<file path="src/rtl/des_key_schedule_if.sv">
// Handshake bundle between the DES key schedule and its driver/consumer.
// The schedule side uses the slave modport; the key source / round function side uses master.
interface des_key_schedule_if;
  logic        start;
  logic        decrypt;
  logic [0:63] key;
  logic        advance;
  logic [0:47] subkey;
  logic [3:0]  kidx;
  logic        valid;
  logic        busy;
  logic        done;
  logic        parity_err;

  modport master (
    output start, decrypt, key, advance,
    input  subkey, kidx, valid, busy, done, parity_err
  );

  modport slave (
    input  start, decrypt, key, advance,
    output subkey, kidx, valid, busy, done, parity_err
  );
endinterface

</file>
<file path="src/rtl/des_key_schedule.sv">
// Sequential DES key schedule: PC-1 once, then one PC-2 subkey per accepted handshake.
// Optional macro DES_KEY_PARITY_CHECK_EN rejects keys with an even-parity byte.
module des_key_schedule (
  input  logic              clk,
  input  logic              rst,
  des_key_schedule_if.slave bus
);
  typedef enum logic {IDLE, RUN} state_t;

  // FIPS 46-3 tables, 1-based bit numbers
  localparam int PC1 [0:55] = '{
    57, 49, 41, 33, 25, 17,  9,
     1, 58, 50, 42, 34, 26, 18,
    10,  2, 59, 51, 43, 35, 27,
    19, 11,  3, 60, 52, 44, 36,
    63, 55, 47, 39, 31, 23, 15,
     7, 62, 54, 46, 38, 30, 22,
    14,  6, 61, 53, 45, 37, 29,
    21, 13,  5, 28, 20, 12,  4
  };

  localparam int PC2 [0:47] = '{
    14, 17, 11, 24,  1,  5,
     3, 28, 15,  6, 21, 10,
    23, 19, 12,  4, 26,  8,
    16,  7, 27, 20, 13,  2,
    41, 52, 31, 37, 47, 55,
    30, 40, 51, 45, 33, 48,
    44, 49, 39, 56, 34, 53,
    46, 42, 50, 36, 29, 32
  };

  function automatic logic [0:55] pc1(input logic [0:63] k);
    logic [0:55] r;
    r = '0;
    for (int i = 0; i < 56; i++) r[6'(i)] = k[6'(PC1[6'(i)] - 1)];
    return r;
  endfunction

  function automatic logic [0:47] pc2(input logic [0:55] cd);
    logic [0:47] r;
    r = '0;
    for (int i = 0; i < 48; i++) r[6'(i)] = cd[6'(PC2[6'(i)] - 1)];
    return r;
  endfunction

  function automatic logic [0:27] rotl(input logic [0:27] x, input logic two);
    return two ? {x[2:27], x[0:1]} : {x[1:27], x[0]};
  endfunction

  function automatic logic [0:27] rotr(input logic [0:27] x, input logic two);
    return two ? {x[26:27], x[0:25]} : {x[27], x[0:26]};
  endfunction

  // Rounds 1, 2, 9 and 16 shift by one; all others by two.
  function automatic logic shift_two(input logic [4:0] round);
    return !(round == 5'd1 || round == 5'd2 || round == 5'd9 || round == 5'd16);
  endfunction

  function automatic logic key_parity_ok(input logic [0:63] k);
    return &{^k[0:7], ^k[8:15], ^k[16:23], ^k[24:31],
             ^k[32:39], ^k[40:47], ^k[48:55], ^k[56:63]};
  endfunction

  state_t      state, state_nxt;
  logic [0:27] c_q, d_q, c_nxt, d_nxt;
  logic [3:0]  rc_q, rc_nxt;
  logic        dir_q, dir_nxt;
  logic        done_q, done_nxt;
  logic        perr_q, perr_nxt;
  logic        key_ok;
  logic [0:55] cd_load;
  logic [4:0]  enc_round, dec_round;

`ifdef DES_KEY_PARITY_CHECK_EN
  assign key_ok = key_parity_ok(bus.key);
`else
  assign key_ok = 1'b1;
`endif

  assign cd_load   = pc1(bus.key);
  assign enc_round = 5'd2 + {1'b0, rc_q};
  assign dec_round = 5'd16 - {1'b0, rc_q};

  always_ff @(posedge clk or posedge rst) begin
    if (rst) begin
      state  <= IDLE;
      c_q    <= '0;
      d_q    <= '0;
      rc_q   <= '0;
      dir_q  <= 1'b0;
      done_q <= 1'b0;
      perr_q <= 1'b0;
    end else begin
      state  <= state_nxt;
      c_q    <= c_nxt;
      d_q    <= d_nxt;
      rc_q   <= rc_nxt;
      dir_q  <= dir_nxt;
      done_q <= done_nxt;
      perr_q <= perr_nxt;
    end
  end

  always_comb begin
    state_nxt = state;
    c_nxt     = c_q;
    d_nxt     = d_q;
    rc_nxt    = rc_q;
    dir_nxt   = dir_q;
    done_nxt  = 1'b0;
    perr_nxt  = 1'b0;
    case (state)
      IDLE: begin
        if (bus.start) begin
          if (key_ok) begin
            // C16/D16 equal C0/D0, so decrypt starts from the unrotated halves.
            c_nxt     = bus.decrypt ? cd_load[0:27]  : rotl(cd_load[0:27], 1'b0);
            d_nxt     = bus.decrypt ? cd_load[28:55] : rotl(cd_load[28:55], 1'b0);
            dir_nxt   = bus.decrypt;
            rc_nxt    = 4'd0;
            state_nxt = RUN;
          end else begin
            perr_nxt = 1'b1;
          end
        end
      end
      RUN: begin
        if (bus.advance) begin
          rc_nxt = rc_q + 4'd1;
          if (rc_q == 4'd15) begin
            state_nxt = IDLE;
            done_nxt  = 1'b1;
          end else if (dir_q) begin
            c_nxt = rotr(c_q, shift_two(dec_round));
            d_nxt = rotr(d_q, shift_two(dec_round));
          end else begin
            c_nxt = rotl(c_q, shift_two(enc_round));
            d_nxt = rotl(d_q, shift_two(enc_round));
          end
        end
      end
      default: state_nxt = IDLE;
    endcase
  end

  assign bus.valid      = (state == RUN);
  assign bus.busy       = (state == RUN);
  assign bus.done       = done_q;
  assign bus.parity_err = perr_q;
  assign bus.kidx       = (state == RUN) ? (dir_q ? 4'd15 - rc_q : rc_q) : 4'd0;
  assign bus.subkey     = pc2({c_q, d_q});
endmodule

</file>
<file path="src/flat_wrapper.sv">
// flat-port wrapper written by rule: the top's interface ports become plain ports
module des_key_schedule_flat 
  (clk, rst, bus_start, bus_decrypt, bus_key, bus_advance, bus_subkey, bus_kidx, bus_valid, bus_busy, bus_done, bus_parity_err);
  des_key_schedule_if bus_i ();
  input  logic clk;
  input  logic rst;
  input wire logic [$bits(bus_i.start)-1:0] bus_start;
  input wire logic [$bits(bus_i.decrypt)-1:0] bus_decrypt;
  input wire logic [$bits(bus_i.key)-1:0] bus_key;
  input wire logic [$bits(bus_i.advance)-1:0] bus_advance;
  output wire logic [$bits(bus_i.subkey)-1:0] bus_subkey;
  output wire logic [$bits(bus_i.kidx)-1:0] bus_kidx;
  output wire logic [$bits(bus_i.valid)-1:0] bus_valid;
  output wire logic [$bits(bus_i.busy)-1:0] bus_busy;
  output wire logic [$bits(bus_i.done)-1:0] bus_done;
  output wire logic [$bits(bus_i.parity_err)-1:0] bus_parity_err;
  assign bus_i.start = bus_start;
  assign bus_i.decrypt = bus_decrypt;
  assign bus_i.key = bus_key;
  assign bus_i.advance = bus_advance;
  assign bus_subkey = bus_i.subkey;
  assign bus_kidx = bus_i.kidx;
  assign bus_valid = bus_i.valid;
  assign bus_busy = bus_i.busy;
  assign bus_done = bus_i.done;
  assign bus_parity_err = bus_i.parity_err;
  des_key_schedule u_core (.clk(clk), .rst(rst), .bus(bus_i));
endmodule
</file>
<file path="config.mk">
export PLATFORM = sky130hd
export DESIGN_NAME = des_key_schedule_flat
export DESIGN_NICKNAME = d
export VERILOG_FILES = /design/src/rtl/des_key_schedule_if.sv /design/src/rtl/des_key_schedule.sv /design/src/flat_wrapper.sv
export SDC_FILE = /design/constraint.sdc
export NUM_CORES = 1
export LEC_CHECK = 0
export ABC_AREA = 1
export CORE_MARGIN = 8
export CORE_UTILIZATION = 51
export CTS_CLUSTER_DIAMETER = 60
export DETAILED_ROUTE_END_ITERATION = 8
export GPL_TIMING_DRIVEN = 0
export HOLD_SLACK_MARGIN = 0.12
export PLACE_DENSITY = 0.82
export REMOVE_ABC_BUFFERS = 1
export SYNTH_ARGS = -nofsm -noshare
export SYNTH_HDL_FRONTEND = slang
export SYNTH_SLANG_ARGS = --single-unit
</file>
<file path="constraint.sdc">
create_clock -name clk -period 2.3 [get_ports clk]
set_clock_uncertainty 0.1 [all_clocks]
set_input_delay 0.23 -clock clk [delete_from_list [all_inputs] [get_ports clk]]
set_output_delay 0.23 -clock clk [all_outputs]
set_load 0.02 [all_outputs]
</file>
==> results of run 1 <==
[metrics by stage]
step / cell area, um^2 / setup TNS, ns
6_report: 5680 / 0
5_1_grt: 5680 / -0.0190
4_1_cts: 5530 / 0
3_5_place_dp: 5180 / -61.72
3_3_place_gp: 5140 / -171.86
2_1_floorplan: 4480 / -38.93
[power groups by stage]
stage | clock [mW] | sequential, mW | combinational, mW
global placement | 0 | 2.49 | 4.88
global route | 1.19 | 2.46 | 6.47
floorplan | 0 | 2.53 | 3.30
finish | 1.13 | 2.37 | 5.81
CTS | 1.14 | 2.40 | 5.42
detailed placement | 0 | 2.41 | 5.06
[how the worst max path moves through the flow]
stage	startpoint	endpoint	cells after the start
2_1_floorplan	u_core.dir_q	u_core.c_q[14]	5
3_3_place_gp	u_core.dir_q	u_core.c_q[5]	5
3_5_place_dp	u_core.rc_q[1]	u_core.c_q[1]	12
4_1_cts	u_core.bus.busy	u_core.c_q[4]	7
5_1_grt	u_core.rc_q[1]	u_core.c_q[4]	8
6_report	u_core.rc_q[1]	u_core.c_q[4]	8
[placed cells by master (no fill, tap or decap), drive strengths merged]
cell	instances
nor2	19
o22ai	2
o211ai	14
a22o	1
nand2	311
a21oi	21
clkinvlp	1
nand4	1
clkinv	3
buf	13
dfrtp	63
xnor2	1
clkdlybuf4s50	49
conb	23
clkbuf	13
a221oi	7
inv	39
o21ai	20
ha	7
bufinv	2
nand3	173
[flip-flops by register name, indices dropped and copies added, names as in the netlist]
name / flops
u_core.bus.busy: 1
u_core.bus.done: 1
u_core.rc_q: 4
u_core.c_q: 28
u_core.dir_q: 1
u_core.d_q: 28
[metal layers]
layer | track usage, % | vias up | routed length [um] | part of all wire (%)
met5 | 0 | - | 0 | 0
met4 | 6.83 | 0 | 199 | 1.5
met3 | 4.12 | 16 | 1180 | 8.7
met2 | 33.6 | 245 | 6340 | 47
met1 | 26.1 | 2357 | 5840 | 43
li1 | - | 2469 | - | -
[critical path: cells and delay by family (launching register included)]
family	cells	cell delay, ns
buffers and inverters	2	0.31
AO/OA/AOI/OAI	2	0.37
AND/OR/NAND/NOR	3	0.58
flip-flops	1	0.43
adder cells (fa/ha/maj)	1	0.22
[cell families after synthesis]
kind of cell / after synthesis / synth area share, %
AND/OR/NAND/NOR: 500 / 41.7
flip-flops: 63 / 31.1
AO/OA/AOI/OAI: 65 / 8.73
XOR/XNOR: 1 / 0.173
buffers and inverters: 145 / 16.5
other: 1 / 0.0739
adder cells (fa/ha/maj): 7 / 1.73
[timing repair]
item / in CTS / in global routing
hold buffers: 0 / 0
gates cloned: 4 / 0
pin swaps: 2 / 2
setup endpoints to repair: 60 / 60
resized for setup: 18 / 15
buffers inserted: 2 / 9
[final cells by class]
type                            instances  area share (%)
Tap cell                              133            2.93
Inverter                               42            3.52
Timing Repair Buffer                   62            11.3
Multi-Input combinational cell        600            50.4
Clock inverter                          3            1.15
Clock buffer                           13            2.80
Sequential cell                        63            28.0
==> reports/results.ini, run 1 <==
[logic_synthesis]
yosys-top-cells-count=nand2_1, nand3_1, dfrtp_1
syn_area_um2=5070
yosysSeqAreaShare_pct=31.1
synth.avg_cell_area_um2=6.49
yosys_register_bits=63
yosysMostFrequentCell=nand2_1
ys_types=28
synthCells=782
async_flop_share_pct=100
synth-edff-count=0
synth_top_area_share_pct=31.1
yosysWarnings=0
synth_area_leaders=dfrtp_1, nand2_1, nand3_1
yosysTopAreaCell=dfrtp_1
synth_flop_cell=dfrtp_1

[floorplanning]
dieArea_um2=13400
io_pins=125
die_width_um=116
coreArea_um2=9730
fp-row-count=36
start_util_pct=52.2
dieHeight_um=116

[sta]
fin_crit_ns=2.16
worst_slew_pin_slew_ns=0.861
slew_viol_final=0
fin_ws_ns=0.144
period_share_pct=93.8
hold_viol_final=0
fmax_mhz=464
holdWs_ns=0.157
slew_headroom_pct=42.4
setup_viol=0

[placed_design]
pre_cts_slack_ns=-1.31
dp_hpwl_um=7860
dpl.cell_count=885
port_buffers=49
routabilityCongestion=0.863

[pwr]
power_density_nw_per_um2=1640
switchingPower_mw=4.81
p_total_mw=9.31
power.internal_mw=4.50
pwr-share-clk_pct=12.1
p_sw_share_pct=51.7
irDropWorstVdd_mv=0.902
p_leak_nw=2.78
comb_power_share_pct=62.4
seqPwrFrac_pct=25.4

[worst_setup_path]
crit_fanout=45
crit_type=reg -> reg
startpoint_type=register
end_kind=register
crit_required_ns=2.42
cp_cell_sequence=buf_12 -> ha_1 -> nand3_1 -> nand2_1 -> nand2_8 -> inv_6 -> a221oi_1 -> a21oi_1
r2r-start=u_core.rc_q[1]
reg2reg_slack_ns=0.14
cp.arrival_ns=2.28
reg2reg_depth=8
worst_path_max_delay_cell=dfrtp_2
reg2reg_to=u_core.c_q[4]
max_stage_delay_ns=0.43

[global_route]
track_usage_pct=20.4
antenna_found_initial=0
grt_pass1_vias=4801
grt_max_degree=57
gr-total-overflow=0
grt_pass1_wl_um=22500

[clock_tree]
clockBufferDepth=2
htreeDepth=3
cts_sinks=63
clock-root-buffer=clkbuf_8
clkTransAtPathRegs_ns=0.08
cts_tree=done
cts_buffers=9
clk_latency_ns=0.35

[outcome]
status=finished, final reports clean

[route]
vias_per_cell=5.55
drtPass1Iterations=5
drtAntennaViolNets=0
drtIter0Drc=477
drc=0
dr_total_vias=5087
detail_route.wl_per_cell_um=14.8
routed_wl_um=13600

[cells_and_area]
instances_no_fill=916
final_nets=854
syn2layout_area_growth_pct=11.9
diodes=0
fin_util_pct=58.4
drive_above_1_share_pct=8.05
multi_input_area_um2=2860
fill_cells=950
ff_latch_area_um2=1590

[min_path]
hp-class=in -> async

[run]
maxCapViolations=0

No activity file was read; power rests on OpenSTA's default activity.
==> run 2: changes to the inputs <==
--- a/config.mk
+++ b/config.mk
@@ -13,7 +13,6 @@
 export GPL_TIMING_DRIVEN = 0
 export HOLD_SLACK_MARGIN = 0.12
 export PLACE_DENSITY = 0.82
-export REMOVE_ABC_BUFFERS = 1
 export SYNTH_ARGS = -nofsm -noshare
 export SYNTH_HDL_FRONTEND = slang
 export SYNTH_SLANG_ARGS = --single-unit
==> run 2 against run 1 <==
  * Combinational power up 2%
  * Sequential cell count stayed put
  * Sequential share of layout area is 1.6 points lower
  * Utilization up 3.2 points
  * Die area unchanged
  * Wire length about the same
  * Worst setup slack worse by 0.0056 ns
  * Clock power down 29%
  * Critical endpoint is now u_core.c_q[20]
  * Largest power group unchanged
==> reports/results.ini, run 2 (synthesis results as in run 1) <==
[cells_and_area]
ff_latch_area_um2=1580  ; -0.47%
multi_input_area_um2=2740  ; -4.1%
instances_no_fill=1000  ; +9.2%
syn2layout_area_growth_pct=18.0
final_common_cell=nand2_1
final_cell_mix=nand2_1, nand3_1, dfrtp_1, buf_4, clkdlybuf4s50_1
fill_cells=945  ; -0.53%
final_area_um2=5990  ; +5.4%
diodes=0  ; unchanged
fin_util_pct=61.6  ; +3.2 points
reg.largest.list=u_core.c_q: 28 flops, u_core.d_q: 28 flops, u_core.rc_q: 4 flops
drive_above_1_share_pct=14.0  ; +5.9 points
final_nets=940  ; +10%

[sta]
fin_crit_ns=2.16  ; +0.00561 ns
slew_headroom_pct=45.2  ; +2.8 points
hold_viol_final=0  ; unchanged
setup_viol=0  ; unchanged
rsz0062_at_grt=yes
worst_slew_pin_slew_ns=0.821  ; -0.0406 ns
slew_viol_final=0  ; unchanged
period_share_pct=94.0  ; +0.24 points
finalSetupTns_ns=0  ; unchanged
fmax_mhz=463  ; -0.26%

[pwr]
power_density_nw_per_um2=1510  ; -7.6%
irDropWorstVdd_mv=0.688  ; -24%
p_total_mw=9.07  ; -2.5%
p_leak_nw=3.07  ; +10%

[placed_design]
routabilityCongestion=0.906  ; +5.0%
dp_hpwl_um=9940  ; +27%
dpl.cell_count=987  ; +12%
port_buffers=49  ; unchanged
placed_cell_area_um2=5830  ; +13%

[worst_setup_path]
end_kind=register
startpoint_type=register
cp.arrival_ns=2.29  ; about the same
crit_type=reg -> reg
crit_required_ns=2.42  ; about the same
crit_fanout=10  ; -78%
reg2reg_depth=9  ; +1
worst_path_max_delay_cell=dfrtp_2
max_stage_delay_ns=0.47  ; +0.04 ns
cp_cell_sequence=inv_1 -> ha_1 -> inv_1 -> clkbuf_1 -> nand3_1 -> nand3_1 -> nand2_1 -> nand2_1 -> a21oi_1

[clock_tree]
htreeDepth=3  ; unchanged
cts_sinks=63  ; unchanged
clock-root-buffer=clkbuf_8
clk_latency_ns=0.34  ; about the same
clkTransAtPathRegs_ns=0.07  ; about the same
cts_tree=done
cts_buffers=9  ; unchanged
clockBufferDepth=2  ; unchanged

[global_route]
grt_pass1_vias=4775  ; -0.54%
gr-total-overflow=0  ; unchanged
antenna_found_initial=0  ; unchanged
grt_pass1_wl_um=22900  ; +1.8%
grt_max_degree=39  ; -32%
track_usage_pct=20.8  ; +0.40 points

[floorplanning]
die_width_um=116  ; unchanged
dieArea_um2=13400  ; unchanged
dieHeight_um=116  ; unchanged
fp-row-count=36  ; unchanged
io_pins=125  ; unchanged
start_util_pct=52.2  ; unchanged
coreArea_um2=9730  ; unchanged

[route]
detail_route.wl_per_cell_um=13.6  ; -8.4%
drtAntennaViolNets=0  ; unchanged
drtIter0Drc=486  ; +1.9%
drtPass1Iterations=5  ; unchanged
routed_wl_um=13600  ; about the same
drc=0  ; unchanged
vias_per_cell=5.39  ; -2.9%
dr_total_vias=5391  ; +6.0%

[run]
maxCapViolations=0  ; unchanged

[outcome]
status=finished, final reports clean

[min_path]
hp-class=in -> async

## run 2: cell types whose count changed in the layout (fill, tap and decap cells not counted), sizes merged
cell,delta
nand2,-4
clkinv,+1
clkinvlp,-1
clkdlybuf4s50,-4
bufinv,-2
clkbuf,+19
inv,+1
buf,+70
dlygate4sd2,+4
## run 2: power by group
| group | internal [mW] | switching [mW] | leakage [nW] |
|---|---|---|---|
| Combinational | 2.44 | 3.49 | 2.23 |
| Sequential | 1.64 | 0.700 | 0.762 |
| Clock | 0.377 | 0.427 | 0.0761 |
## run 2: metrics by stage
step	setup WS [ns]	hold slack (ns)
after floorplan	0.400	0.268
after global routing	0.00838	0.366
after CTS	0.0842	0.303
after detailed placement	-0.0882	0.418
final	0.138	0.270
after global placement	-0.850	0.410
## run 2: critical path, delay by kind of cell, from the launching register on
| family | cells | cell delay [ns] |
|---|---|---|
| compound gates | 1 | 0.06 |
| fa+ha+maj | 1 | 0.32 |
| buf+inv | 3 | 0.71 |
| flops | 1 | 0.47 |
| simple gates | 4 | 0.38 |
## run 2: path summary, 6_finish.rpt
kind / startpoint / end / slack, ns
max: u_core.rc_q[1] / u_core.c_q[20] / 0.14
min in group clk: bus_start / u_core.bus.busy / 0.39
max in group asynchronous: rst / u_core.c_q[9] / 1.20
max reg2reg: u_core.rc_q[1] / u_core.c_q[20] / 0.14
min reg2reg: u_core.c_q[21] / u_core.c_q[21] / 0.43
min: rst / u_core.rc_q[2] / 0.27
## run 2: routing by layer
metal | vias up | track usage, % | share of wire [%]
li1 | 2633 | - | -
met3 | 29 | 2.50 | 7.8
met5 | - | 0 | 0
met2 | 220 | 31.7 | 45
met1 | 2509 | 28.9 | 45
met4 | 0 | 9.08 | 2.5
## run 2: what timing repair did
item                                    in CTS  in global routing
setup buffers                                0                  0
hold endpoints to repair                     0                  0
resized for setup                            7                  8
endpoints found under the setup margin       4                 52
gates cloned                                 0                  0
hold buffers                                 0                  0
## run 2: layout make-up
cell class              count  share of cell area [%]
multi-input cells         596                    45.8
flip-flops and latches     63                    26.4
plain buffers             102                    11.5
repair buffers             50                    8.44
well taps                 133                    2.78
inverters                  42                    2.69
clock buffers              12                    2.26
clock inverters             2                   0.167
